===== src/rtl/packet_injector.sv =====
// packet_injector: buffers one PE packet, forwards it to the router local port and
// retransmits it on nack. Optional ack timeout is enabled by defining INJ_ACK_TIMEOUT_EN.
module packet_injector #(
  parameter int MY_ID     = 0,
  parameter int MAX_FLITS = 5,
  parameter int MAX_RETRY = 7
) (
  input  logic        clock,
  input  logic        reset,
  input  logic [31:0] pe_data_in,
  input  logic        pe_write_in,
  output logic        pe_ready_out,
  input  logic [2:0]  capacity_in,
  output logic [31:0] data_out,
  output logic        write_out_signal,
  input  logic        ack_valid_in,
  input  logic        ack_in,
  output logic        done_out,
  output logic        error_out
);

  localparam int RW = $clog2(MAX_RETRY + 1);

  typedef enum logic [1:0] {COLLECT, CHECK, SEND, WAIT} state_e;

  state_e        state_q;
  logic [31:0]   flit_q [MAX_FLITS];
  logic [2:0]    flit_cnt_q;
  logic [2:0]    size_q;
  logic [2:0]    send_idx_q;
  logic [RW-1:0] retry_q;
  logic [31:0]   data_q;
  logic          write_q;
  logic          done_q;
  logic          error_q;

  logic [2:0]    hdr_size;
  logic          hdr_ok;
  logic          timeout;
  logic          nack_event;

  // Destination is not interpreted here: packets for the local node go out unchanged.
  logic [4:0]    id_unused;
  assign id_unused = 5'(MY_ID);

  assign hdr_size = pe_data_in[24:22];
  assign hdr_ok   = (hdr_size != 3'd0) && (int'(hdr_size) <= MAX_FLITS);

`ifdef INJ_ACK_TIMEOUT_EN
  logic [7:0] timer_q;

  assign timeout = !ack_valid_in && (timer_q == 8'd255);

  // Held at zero outside WAIT so it always starts from zero on WAIT entry.
  always_ff @(posedge clock) begin
    if (reset) begin
      timer_q <= '0;
    end else if (state_q != WAIT) begin
      timer_q <= '0;
    end else if (!ack_valid_in && (timer_q != 8'd255)) begin
      timer_q <= timer_q + 8'd1;
    end
  end
`else
  assign timeout = 1'b0;
`endif

  assign nack_event = (ack_valid_in && !ack_in) || timeout;

  always_ff @(posedge clock) begin
    if (reset) begin
      state_q    <= COLLECT;
      flit_cnt_q <= '0;
      size_q     <= '0;
      send_idx_q <= '0;
      retry_q    <= '0;
      data_q     <= '0;
      write_q    <= 1'b0;
      done_q     <= 1'b0;
      error_q    <= 1'b0;
    end else begin
      done_q  <= 1'b0;
      error_q <= 1'b0;
      case (state_q)
        COLLECT: begin
          if (pe_write_in) begin
            if (flit_cnt_q == 3'd0) begin
              if (!hdr_ok) begin
                error_q <= 1'b1;
              end else begin
                flit_q[0]  <= pe_data_in;
                size_q     <= hdr_size;
                flit_cnt_q <= 3'd1;
                if (hdr_size == 3'd1) state_q <= CHECK;
              end
            end else begin
              flit_q[flit_cnt_q] <= pe_data_in;
              flit_cnt_q         <= flit_cnt_q + 3'd1;
              if ((flit_cnt_q + 3'd1) == size_q) state_q <= CHECK;
            end
          end
        end
        CHECK: begin
          if (capacity_in >= size_q) begin
            data_q     <= flit_q[0];
            write_q    <= 1'b1;
            send_idx_q <= 3'd1;
            state_q    <= SEND;
          end
        end
        SEND: begin
          // Capacity was committed in CHECK; the burst runs to completion.
          if (send_idx_q == size_q) begin
            write_q <= 1'b0;
            state_q <= WAIT;
          end else begin
            data_q     <= flit_q[send_idx_q];
            send_idx_q <= send_idx_q + 3'd1;
          end
        end
        WAIT: begin
          if (ack_valid_in && ack_in) begin
            done_q     <= 1'b1;
            retry_q    <= '0;
            flit_cnt_q <= '0;
            state_q    <= COLLECT;
          end else if (nack_event) begin
            if (int'(retry_q) < MAX_RETRY) begin
              retry_q <= retry_q + RW'(1);
              state_q <= CHECK;
            end else begin
              error_q    <= 1'b1;
              retry_q    <= '0;
              flit_cnt_q <= '0;
              state_q    <= COLLECT;
            end
          end
        end
        default: state_q <= COLLECT;
      endcase
    end
  end

  assign pe_ready_out     = (state_q == COLLECT);
  assign data_out         = data_q;
  assign write_out_signal = write_q;
  assign done_out         = done_q;
  assign error_out        = error_q;

endmodule


===== config.mk =====
export PLATFORM = sky130hd
export DESIGN_NAME = packet_injector
export DESIGN_NICKNAME = d
export VERILOG_FILES = /design/src/rtl/packet_injector.sv
export SDC_FILE = /design/constraint.sdc
export NUM_CORES = 1
export LEC_CHECK = 0
export ABC_AREA = 1
export BUFFER_PORTS_ARGS = -buffer_cell sky130_fd_sc_hd__buf_2
export CELL_PAD_IN_SITES_DETAIL_PLACEMENT = 1
export CELL_PAD_IN_SITES_GLOBAL_PLACEMENT = 2
export CORE_MARGIN = 2
export CORE_UTILIZATION = 42
export DETAILED_ROUTE_END_ITERATION = 6
export PLACE_DENSITY_LB_ADDON = 0.25
export SLEW_MARGIN = 20
export SYNTH_ARGS = -nofsm -noshare
export SYNTH_HDL_FRONTEND = slang
export SYNTH_SLANG_ARGS = --single-unit

===== constraint.sdc =====
create_clock -name clock -period 9.8 [get_ports clock]
set_clock_uncertainty 0.15 [all_clocks]
set_input_delay 1.47 -clock clock [delete_from_list [all_inputs] [get_ports clock]]
set_output_delay 1.47 -clock clock [all_outputs]
set_load 0.02 [all_outputs]

; ---- Word-level counts from Yosys, hierarchy flattened
; Memory sizes are Yosys's and may differ from the RTL's. A register that Yosys moved wholly into a read port is not among the register bits.
; Cells that the tools add are included.
[totals]
output_inout_bits = 36
ramBits = 160
n_memories = 1
register_bits = 49
input_bits = 40
elab_cells = 104
[memory_table]
columns = name, words, word_bits, rd, rd_clocked_by_memory_dff, wr, line_no
row1 = flit_q, 5, 32, 2, 1, 1, 27  ; logic [31:0] flit_q [MAX_FLITS];
[op_classes]
bitwise_logic = 1
n_lt_le_gt_ge = 3
n_mux = 54
n_eq_ne = 15
reduce_logical = 18
n_addsub = 3
[ops]
columns = operator, n
row1 = two-way mux 32 bit, 3
row2 = case mux 32 bit (2 select lines), 1
row3 = two-way mux 3 bit, 14
row4 = OR reduction 32 bit, 1
row5 = two-way mux 1 bit, 22
row6 = two-way mux 2 bit, 9
row7 = case mux 3 bit (2 select lines), 2
row8 = adder 3 x 1 -> 3 bit (second input constant), 3
row9 = inequality test 3 bit (second input constant), 3
row10 = inequality test 2 bit (second input constant), 4
row11 = case mux 2 bit (4 select lines), 1
row12 = AND reduction 7 bit, 1
row13 = == test 3 bit, 2
row14 = AND reduction 3 bit, 2
row15 = nonzero test 2 bit, 3
row16 = AND reduction 5 bit, 1
row17 = == test 2 bit (second input constant), 2
row18 = case mux 1 bit (2 select lines), 2
row19 = AND reduction 4 bit, 1
row20 = == test 3 x 1 -> 1 bit (second input constant), 1
row21 = greater-or-equal comparator 3 bit, 1
row22 = <= comparator 3 bit (second input constant), 1
row23 = logical AND 1 bit, 3
row24 = logical NOT 3 bit, 1
row25 = 10 further kinds, 10

; ---- Depth between registers and ports, before layout
[depth]
ltp_word = 9
depth_mapped = 12
depth_no_buf = 12

; ---- Worst setup path before layout
; Ideal clock, no wire load.
[synth_timing]
path_kind = input-to-reg
start = input port reset
end = memory flit_q[4][0], enable pin
setup_ns = 0.502
n_path_buf = 1
cell_stages = 4
required_ns = 9.148
t_arrival_ns = 5.015
slack_ns = 4.134
cell_sequence = buf_2 inv_1 nand4_1 nor4_1
[synth_via]
elab_chain_cells = 4
word_cells_on_any_way = 7
classes_between = mux (6) / reduce/logical (1)
[synth_rtl]
columns = item, line_no
row1 = "start, declared", 9  ; input logic reset,
row2 = two-way mux 1 bit, 71  ; if (reset) begin
row3 = two-way mux 1 bit (implied by the code), 97  ; flit_q[flit_cnt_q] <= pe_data_in;
row4 = OR reduction 32 bit (no source line), -
row5 = two-way mux 3 bit (no source line) or two-way mux 1 bit (tied branches), -
row6 = "end, declared", 27
; Parallel ways exist; a longest one is shown, timed or not.

; ---- Worst setup path in the final report
[layout_timing]
start = input port reset
end = memory flit_q[2][16], enable pin
; Same word-level chain as after synthesis.

==> results.ini <==
[placement]
gp_congestion = 0.712
place_hpwl_um = 11900
io_buffers = 75

[floorplan]
die_w_um = 151
die_h_um = 151
dieArea_um2 = 22800
rows = 53
start_util = 0.430
core_area_um2 = 21100
ioPinCount = 76

[sta]
tightest_slew_ps = 1070
finalCritPeriodShare = 0.327
timing.slew.headroom = 0.282
setup_tns_ps = 0
finalHoldViolCount = 0
max_freq_mhz = 312
setup_viol = 0
drv_slew = 0
period_needed_ps = 3200
rsz0062_at_grt = false

[clocking]
h-tree-depth = 1
holdBufCountCts = 0
ctsResizeCount = 0
cts_tree = built
postCtsSetupRepairBufs = 0
cts_buffers = 25
clkLatencyLatePin_ps = 530
clk_path_buf_depth = 3
clock-sinks = 212
cts-root-buf = clkbuf_16
clk_transition_reported_paths_ps = 60

[pwr]
ir_worst_vdd_mv = 0.161
power_frac_seq = 0.392
p_per_area_nw_per_um2 = 285
p_clk_frac = 0.322
leakage_uw = 0.00418
p_sw_frac = 0.352
p_comb_frac = 0.286
power.switching_uw = 1060
internal_power_uw = 1950

[min_path]
holdPathStages = 2
worstHoldEndpoint = write_out_signal
hold_class = reg -> reg
hold_path.startpoint = write_out_signal

[synthesis]
ys_ff_latch = 212
synth.distinct_cells = 33
yosys_warnings = 0
syn_inst = 895
synthesis.nets = 947
syn_area_um2 = 9060
syn-mean-instance-area_um2 = 10.1
synth-seq-area-share = 0.645

[setup_path]
startpoint = reset
r2r_setup_slack_ps = 6680
reg2reg_to = flit_q[2][16]
start_kind = input port
crit_arrival_ps = 3200
worstReg2RegStart = flit_cnt_q[0]
cp-end-kind = flip-flop
rr_worst_depth = 7
cp.required_ps = 9800
cp_max_fo = 32
setup.worst_path.class = in -> reg

[route]
drc = 0
vias_per_cell = 5.04
initialDrtViolationCount = 237
dr.pass1.iters = 4
detail_route.wl_per_cell_um = 17.1
routed_wl_um = 21400
via_count = 6316
ant_nets = 0

[global_route]
antenna_found_initial = 0
met2_usage = 0.344
grt.busiest_layer = met2
gr-usage-met3 = 0.0274
grt_max_degree = 98
grt_use_met1 = 0.246
grt_pass1_vias = 6432
grt-ovfl-total = 0
grt_pass1_wl_um = 34100
track_usage = 0.194

[final_layout]
final_cell_mix = 199 x nand2_1, 160 x edfxtp_1, 89 x inv_1, 78 x a21oi_1
register_area_um2 = 5850
insertedDiodeCount = 0
synthToLayoutAreaGrowth_pct = 16.2
multi_input_comb_area_um2 = 2660
drive_gt1_frac = 0.166
final_util = 0.499
mostFrequentLayoutCell = nand2_1
nets = 1011
n_fill_cell = 2376

[run]
drv_cap = 0

[status]
status = complete, no violations

[area by class of cell]
type / instances / area share
inverters: 92 / 0.0328
repair buffers: 84 / 0.0440
flip-flops and latches: 212 / 0.556
clock inverters: 14 / 0.0187
well taps: 275 / 0.0327
multi-input cells: 544 / 0.253
clock buffers: 32 / 0.0638
[cell families (layout without fill, tap and decap cells)]
logic type               count (synthesis)  after routing  synth area share
AO/OA/AOI/OAI                          157            157            0.0885
flip-flops                             212            212             0.645
AND/OR/NAND/NOR                        369            369             0.178
buffers and inverters                  139            222            0.0656
XOR/XNOR                                 6              6           0.00580
adder cells (fa/ha/maj)                 12             12            0.0166
[registers in the layout (all words and copies together) (netlist names), named ones only]
register,cells
size_q,3
flit_cnt_q,3
write_out_signal,1
done_out,1
send_idx_q,3
data_out,32
state_q,2
flit_q,160
error_out,1
retry_q,3
[cells in the mapped netlist, drive strengths merged]
library cell  instances  area [µm²]
a211oi                3        22.5
a21oi                80         408
a31oi                 1        6.26
buf                  28         176
clkbuf               19        72.6
clkinv                1        3.75
dfxtp                52        1040
edfxtp              160        4800
ha                   12         150
inv                  91         342
nand2               203         777
nand3                42         215
nand3b                1        7.51
nand4                 4        25.0
nor2                 80         305
nor3                 35         260
nor4                  1        6.26
o21ai                73         365
or2                   3        18.8
xnor2                 3        26.3
xor2                  3        26.3
[worst max-delay path by stage]
stage	end	depth (start not counted)
floorplan	flit_q[4][0]	4
global placement	flit_q[4][8]	5
detailed placement	flit_q[4][8]	5
CTS	flit_q[4][14]	5
global route	data_out[2]	8
finish	flit_q[2][16]	6
[metrics by stage]
stage,cell area (µm²),std cells,setup WS (ps),total power (µW),hold WS (ps)
6_report,10500,1253,6600,3010,293
2_1_floorplan,9060,895,4130,1840,317
5_1_grt,10500,1253,6440,3220,346
4_1_cts,10500,1252,6360,3060,297
3_3_place_gp,9630,1206,5960,2050,287
3_5_place_dp,9630,1206,5810,2070,287
[metal layers]
metal  wire length, µm  vias up
met5                 0        -
met4               432        0
met3               719       26
met2             10700      102
met1              9550     3059
li1                  -     3129
[power by group through the flow]
stage,Sequential (µW),Clock (µW),Combinational (µW)
final,1180,968,860
after global routing,1200,1030,997
after CTS,1180,993,882
after detailed placement,1200,0,872
after global placement,1190,0,853
after floorplan,1190,0,643
[worst max-delay path: stages]
cell	delay, ps
buf_2	170
inv_1	90
nand4_1	240
inv_1	140
nand3_1	190
nor2_4	860
Power figures use the tool's default switching activity.
